$ cat config.mk
export PLATFORM = sky130hd
export DESIGN_NAME = tt_sweep_driver_flat
export DESIGN_NICKNAME = d
export VERILOG_FILES = /design/src/rtl/tt_sweep_pkg.sv /design/src/rtl/tt_sweep_if.sv /design/src/rtl/tt_misr.sv /design/src/rtl/tt_sweep_driver.sv /design/src/flat_wrapper.sv
export SDC_FILE = /design/constraint.sdc
export NUM_CORES = 1
export LEC_CHECK = 0
export CAP_MARGIN = 30
export CORE_MARGIN = 10
export CORE_UTILIZATION = 50
export DETAILED_ROUTE_END_ITERATION = 16
export GPL_TIMING_DRIVEN = 0
export PLACE_DENSITY = 0.81
export REMOVE_ABC_BUFFERS = 1
export SLEW_MARGIN = 20
export SYNTH_ARGS = -nofsm -noshare
export SYNTH_HDL_FRONTEND = slang
export SYNTH_SLANG_ARGS = --single-unit
$ cat constraint.sdc
create_clock -name clk -period 5 [get_ports clk]
set_clock_uncertainty 0.2 [all_clocks]
set_input_delay 1 -clock clk [delete_from_list [all_inputs] [get_ports clk]]
set_output_delay 1 -clock clk [all_outputs]
set_load 0.02 [all_outputs]
$ cat src/rtl/tt_sweep_pkg.sv
// Shared types and constants for the truth-table sweep driver.
package tt_sweep_pkg;
  typedef enum logic [1:0] {IDLE, APPLY, EMIT, DONE} state_t;

  localparam logic [31:0] MISR_POLY = 32'h04C1_1DB7;
  localparam logic [31:0] MISR_SEED = 32'hFFFF_FFFF;
endpackage

$ cat src/rtl/tt_sweep_if.sv
// Row stream from the sweep driver: valid/ready handshake carrying {x, f}.
interface tt_sweep_if #(parameter int ROW_W = 13);
  logic             tt_valid;
  logic             tt_ready;
  logic [ROW_W-1:0] tt_row;

  modport master (output tt_valid, output tt_row, input tt_ready);
  modport slave  (input tt_valid, input tt_row, output tt_ready);
endinterface

$ cat src/rtl/tt_misr.sv
// Multiple-input signature register over sampled netlist outputs.
// Seed load and one shift per accepted row, both on the next clock edge.
module tt_misr
  import tt_sweep_pkg::*;
#(
  parameter int SIG_W = 32,
  parameter int N_OUT = 10
) (
  input  logic             clk,
  input  logic             rst_n,
  input  logic             load_seed,
  input  logic             shift_en,
  input  logic [N_OUT-1:0] din,
  output logic [SIG_W-1:0] sig
);
  localparam logic [SIG_W-1:0] POLY = SIG_W'(MISR_POLY);
  localparam logic [SIG_W-1:0] SEED = SIG_W'(MISR_SEED);

  logic [SIG_W-1:0] sig_next;

  always_comb begin
    sig_next = {sig[SIG_W-2:0], 1'b0} ^ (sig[SIG_W-1] ? POLY : '0) ^ SIG_W'(din);
  end

  always_ff @(posedge clk or negedge rst_n) begin
    if (!rst_n) begin
      sig <= '0;
    end else if (load_seed) begin
      sig <= SEED;
    end else if (shift_en) begin
      sig <= sig_next;
    end
  end
endmodule

$ cat src/rtl/tt_sweep_driver.sv
// Walks every input vector into a combinational netlist, samples its outputs and streams each row.
// Row cost SETTLE+2 cycles; a stalled row holds x_out, tt_row and the signature until accepted.
module tt_sweep_driver
  import tt_sweep_pkg::*;
#(
  parameter int N_IN   = 3,
  parameter int N_OUT  = 10,
  parameter int SETTLE = 0,
  parameter int SIG_W  = 32
) (
  input  logic             clk,
  input  logic             rst_n,
  input  logic             start,
  output logic [N_IN-1:0]  x_out,
  input  logic [N_OUT-1:0] f_in,
  tt_sweep_if.master       tt,
  output logic             busy,
  output logic             done,
  output logic [SIG_W-1:0] signature
);
  localparam logic [N_IN-1:0] X_LAST   = '1;
  localparam logic [7:0]      SETTLE_V = 8'(SETTLE);

  state_t                  state_q, state_d;
  logic [7:0]              settle_cnt;
  logic [N_IN+N_OUT-1:0]   row_q;
  logic                    load_seed, shift_en;

  always_ff @(posedge clk or negedge rst_n) begin
    if (!rst_n) state_q <= IDLE;
    else        state_q <= state_d;
  end

  always_comb begin
    state_d   = state_q;
    load_seed = 1'b0;
    shift_en  = 1'b0;
    case (state_q)
      IDLE: begin
        if (start) begin
          load_seed = 1'b1;
          state_d   = APPLY;
        end
      end
      APPLY: begin
        if (settle_cnt == 8'd0) state_d = EMIT;
      end
      EMIT: begin
        if (tt.tt_ready) begin
          shift_en = 1'b1;
          state_d  = (x_out == X_LAST) ? DONE : APPLY;
        end
      end
      DONE: state_d = IDLE;
      default: state_d = IDLE;
    endcase
  end

  // The last vector is kept on x_out after the sweep; termination is by compare, never by wrap.
  always_ff @(posedge clk or negedge rst_n) begin
    if (!rst_n) begin
      x_out      <= '0;
      settle_cnt <= '0;
      row_q      <= '0;
    end else begin
      case (state_q)
        IDLE: begin
          if (start) begin
            x_out      <= '0;
            settle_cnt <= SETTLE_V;
          end
        end
        APPLY: begin
          if (settle_cnt == 8'd0) row_q      <= {x_out, f_in};
          else                    settle_cnt <= settle_cnt - 8'd1;
        end
        EMIT: begin
          if (tt.tt_ready && (x_out != X_LAST)) begin
            x_out      <= x_out + 1'b1;
            settle_cnt <= SETTLE_V;
          end
        end
        default: ;
      endcase
    end
  end

  assign tt.tt_valid = (state_q == EMIT);
  assign tt.tt_row   = row_q;
  assign busy        = (state_q != IDLE);
  assign done        = (state_q == DONE);

  tt_misr #(.SIG_W(SIG_W), .N_OUT(N_OUT)) u_misr (
    .clk      (clk),
    .rst_n    (rst_n),
    .load_seed(load_seed),
    .shift_en (shift_en),
    .din      (f_in),
    .sig      (signature)
  );
endmodule

$ cat src/flat_wrapper.sv
// flat-port wrapper written by rule: the top's interface ports become plain ports
module tt_sweep_driver_flat import tt_sweep_pkg::*;
#(
  parameter int N_IN   = 3,
  parameter int N_OUT  = 10,
  parameter int SETTLE = 0,
  parameter int SIG_W  = 32
)
  (clk, rst_n, start, x_out, f_in, busy, done, signature, tt_tt_valid, tt_tt_row, tt_tt_ready);
  tt_sweep_if #(.ROW_W(13)) tt_i ();
  input  logic clk;
  input  logic rst_n;
  input  logic start;
  output logic [N_IN-1:0] x_out;
  input  logic [N_OUT-1:0] f_in;
  output logic busy;
  output logic done;
  output logic [SIG_W-1:0] signature;
  output wire logic [$bits(tt_i.tt_valid)-1:0] tt_tt_valid;
  output wire logic [$bits(tt_i.tt_row)-1:0] tt_tt_row;
  input wire logic [$bits(tt_i.tt_ready)-1:0] tt_tt_ready;
  assign tt_tt_valid = tt_i.tt_valid;
  assign tt_tt_row = tt_i.tt_row;
  assign tt_i.tt_ready = tt_tt_ready;
  tt_sweep_driver #(.N_IN(N_IN), .N_OUT(N_OUT), .SETTLE(SETTLE), .SIG_W(SIG_W)) u_core (.clk(clk), .rst_n(rst_n), .start(start), .x_out(x_out), .f_in(f_in), .tt(tt_i), .busy(busy), .done(done), .signature(signature));
endmodule
==> results by stage <==
Setup path:
- The critical-path cell with the highest stage delay is sky130_fd_sc_hd__dfrtp_1.
- Among cell families on the critical path, the largest total delay comes from flip-flops.
- In this run the critical register-to-register path is launched from u_core.state_q[1].
- The endpoint kind of the worst setup timing path is an output pin.
- In this design, the stage delay of the slowest critical-path cell is 0.93 ns.
- The worst register-to-register path ends at u_core.u_misr.sig[18].
- The critical path data required time is ~3.8 ns.
- The arrival time of the worst setup path is about 2.0 ns.
- The highest net fanout along the worst path is 17.
- The worst setup path is of the reg -> out kind.
- The logic depth of the worst setup path including buffers is 1.
- Counting cells, the worst reg-to-reg path comes to 4.
- STA classifies the critical path startpoint as a flip-flop.
- The worst path buffer plus inverter count is 1.
- The critical path goes through clkdlybuf4s50_1.
- Across all register-to-register paths, the minimum setup slack is ~2.8 ns.

Run status:
- The flow ran to the end, and the final reports show no timing, DRC or antenna violations.

Synth:
- In this run the mean area of a mapped cell was 13.0 sq um.
- In this run the biggest area consumer among cell types represents between 50% and 60% of the synthesized area.
- The post-synthesis cell count is approximately 210.
- Summed over all instances, the cell type with the most area after synthesis is sky130_fd_sc_hd__dfrtp_1.
- The count of yosys warnings during synthesis is 0.
- The number of flip-flops and latches in the synthesized netlist is slightly below 60.
- The number of enable-type register cells in the synthesized netlist is 0.
- Summing the sequential cell areas from Yosys gives 54.3% of the chip area.
- By area the synthesized netlist is led by sky130_fd_sc_hd__dfrtp_1, sky130_fd_sc_hd__o22a_1, sky130_fd_sc_hd__mux2_4.
- Summing every instance area after synthesis gives between 0.002 and 0.003 sq mm.
- The fraction of synthesis flops using an asynchronous set or reset pin is 100%.
- The count of different cell masters after synthesis is 37.
- In the synthesized netlist the dominant register cell turns out to be sky130_fd_sc_hd__dfrtp_1.

STA:
- The final max-slew violation count is 0.
- The transition time at the pin with the least slew margin is roughly 0.90 ns.
- The number of hold violations in the final report was 0.
- Adding up every negative setup slack in the final design gives 0 ns.
- Setup repair after global routing left no endpoint under its margin.
- The headroom to the max-slew limit is between 40% and 50%.
- The tightest hold path in the finished design has a slack of 0.253 ns.
- The number of failing setup endpoints in the final timing report is 0.
- Based on the critical path, the design can be clocked at up to 0.310 GHz.
- The clock period minus worst slack is 3.22 ns.
- Setup slack on the critical path of the routed design comes to between 1.5 and 2 ns.
- In the finished design, the share of the clock period the worst path needs comes to approximately 64%.

Cells and area:
- The area growth from synthesis to final layout is 33.2%.
- Of the cells placed in the final design, the portion with a size suffix greater than 1 is about 14%.
- Excluding fillers, the count of instances in the completed layout stands at 344.
- 0 antenna diodes ended up in the layout.
- The final layout contains 288 nets.
- Cells fill roughly 70% of the core in the end.
- The cell area after layout is ~0.0036 sq mm.

Detailed routing:
- The mean routed wirelength per cell is 17.6 microns.
- The number of nets with antenna violations after routing is 0.
- The first detailed-routing pass took 4 iterations.
- For this block, the via count after detailed routing is about 1900.
- In the routed layout, each cell is associated on average with a via count of between 5 and 6.
- After detailed routing, the number of remaining DRC violations is 0.
- For this block, the initial DRC count from the detailed router was roughly 100.
- The final layout contains routed wiring with a total length of slightly above 6000 microns.

Pwr:
- The largest vdd supply drop is about 0.0003 V.
- The power density of the placed cells is approximately 580 mW/mm^2.
- The total power of the final layout is between 2 and 2.5 mW.
- For this design the static power due to leakage is 1.40 nW.

Clocking:
- Post-CTS repair changed the size of 0 cells.
- TritonCTS built the clock tree.
- Clock latency on the worst-skew pair, taken at its later pin, is roughly 0.33 ns.
- The root buffer selected by CTS is sky130_fd_sc_hd__clkbuf_8.
- The H-tree was split into 3 levels.
- The total clock sinks is 58.
- The clock edge transition at the registers on the reported setup and hold paths is ~0.060 ns.
- TritonCTS created 9 clock buffers.
- The maximum clock insertion buffer count is 2.
- The post-CTS setup-driven buffer insertion count is 0.
- The hold-fix buffer count after cts is 0.

Placed design:
- The wire-length estimate of the detail-placed layout is ~4100 microns.
- The number of cells in the design after placement is between 300 and 400.
- The congestion estimate from routability-driven global placement came to slightly below 0.8.
- The placed standard-cell area is ~0.0034 sq mm.
- The quantity of I/O buffers inserted on ports is 64.
- Before CTS, the worst setup slack after placement is approximately 2.1 ns.

Global routing:
- After global routing the overflow that remains totals 0.
- The number of global-route vias before repair was around 2000.
- Entering global routing, the biggest net connects 58 pins.
- The global-route usage over all layers is 14.4%.
- The number of antenna violations at the first check in global routing is 0.
- The first global-routing pass estimated 9920 microns of wire.

Floorplanning:
- The number of core rows is 26.
- The floorplan step set the die width to 93.1 microns.
- The die covers 0.00867 sq mm.
- In this run the count of I/O pins placed on the die edge is 65.
- The chip height is slightly above 90 microns.
- For this configuration, the core starts out at a cell density of between 50% and 60%.
- The area of the placeable core is approximately 0.0051 sq mm.

Min path:
- The min-delay analysis places its worst path in the category in -> async.

Job:
- Across the run, the number of max-cap violations was 0.
[layout by cell type, fill, tap and decap left out, types with 2 or more instances in the layout]
cell type and n:
sky130_fd_sc_hd__xnor2_1 12, sky130_fd_sc_hd__or2_2 2, sky130_fd_sc_hd__clkbuf_1 2, sky130_fd_sc_hd__dfrtp_1 58, sky130_fd_sc_hd__nor2b_1 2, sky130_fd_sc_hd__xor2_1 11
sky130_fd_sc_hd__clkinv_2 2, sky130_fd_sc_hd__ha_1 4, sky130_fd_sc_hd__nor2_1 3, sky130_fd_sc_hd__a2bb2oi_1 2, sky130_fd_sc_hd__o22a_1 30, sky130_fd_sc_hd__nand3_1 6
sky130_fd_sc_hd__o22ai_1 2, sky130_fd_sc_hd__nor4_1 2, sky130_fd_sc_hd__clkbuf_8 10, sky130_fd_sc_hd__or4_1 2, sky130_fd_sc_hd__mux2_2 4, sky130_fd_sc_hd__clkdlybuf4s50_1 63
sky130_fd_sc_hd__a21oi_1 4, sky130_fd_sc_hd__mux2i_1 7, sky130_fd_sc_hd__inv_1 6, sky130_fd_sc_hd__nand2_1 5, sky130_fd_sc_hd__nand3b_1 2, sky130_fd_sc_hd__mux2_4 9
sky130_fd_sc_hd__o21ai_0 6
[area by class of cell]
cell class / instances / area [sq um]
Sequential cell: 58 / 1450
Multi-Input combinational cell: 129 / 1130
Timing Repair Buffer: 66 / 681
Clock buffer: 12 / 145
Inverter: 6 / 22.5
Fill cell: 398 / 1580
Clock inverter: 3 / 40.0
Tap cell: 70 / 87.6
[sequential cells by signal, indices dropped and copies added, names as in the netlist]
signal	count
u_core.u_misr.sig	32
u_core.tt.tt_row	13
u_core.settle_cnt	8
u_core.x_out	3
u_core.state_q	2
[cells in the mapped netlist, types with 3 or more instances]
cell type,number
sky130_fd_sc_hd__mux2_4,9
sky130_fd_sc_hd__clkbuf_1,8
sky130_fd_sc_hd__nand2_1,5
sky130_fd_sc_hd__inv_1,6
sky130_fd_sc_hd__nor2_1,4
sky130_fd_sc_hd__mux2i_1,7
sky130_fd_sc_hd__o22a_1,30
sky130_fd_sc_hd__ha_1,4
sky130_fd_sc_hd__xnor2_1,12
sky130_fd_sc_hd__o21ai_0,6
sky130_fd_sc_hd__buf_6,3
sky130_fd_sc_hd__dfrtp_1,58
sky130_fd_sc_hd__nand3_1,6
sky130_fd_sc_hd__xor2_1,11
sky130_fd_sc_hd__a21oi_1,4
sky130_fd_sc_hd__mux2_2,4
[power by group]
| part | switching [mW] | total, mW | leakage [nW] | internal, mW |
|---|---|---|---|---|
| clock | 0.174 | 0.413 | 0.0962 | 0.240 |
| combinational | 0.439 | 0.911 | 0.694 | 0.472 |
| sequential | 0.134 | 0.745 | 0.614 | 0.611 |
| total | 0.747 | 2.07 | 1.40 | 1.32 |
[cell families (layout without fill, tap and decap cells)]
kind of cell	after synthesis	in the layout	share of synthesized area, %
simple gates	35	35	9.37
xor+xnor	23	23	7.54
fa+ha+maj	4	4	1.87
compound gates	47	47	13.9
buf+inv	19	87	3.61
mux	20	20	9.37
flops	58	58	54.3
[layer usage]
layer  up-vias  GRT usage (%)  wire length, microns
met2        54           22.0                  2840
met5         -              0                     0
met4         0           5.78                    91
li1        870              -                     -
met3        11           8.39                   639
met1       934           16.1                  2480
[worst max path at each step]
stage,from,end,slack (ns)
after detailed placement,u_core.u_misr.sig[31],signature[31],2.10
after global placement,rst_n,u_core.tt.tt_row[7],0.89
after floorplan,tt_tt_ready,u_core.u_misr.sig[0],2.45
after global routing,u_core.u_misr.sig[31],signature[31],1.66
final,u_core.u_misr.sig[31],signature[31],1.78
after CTS,u_core.u_misr.sig[31],signature[31],1.74
Power figures use the tool's default switching activity.
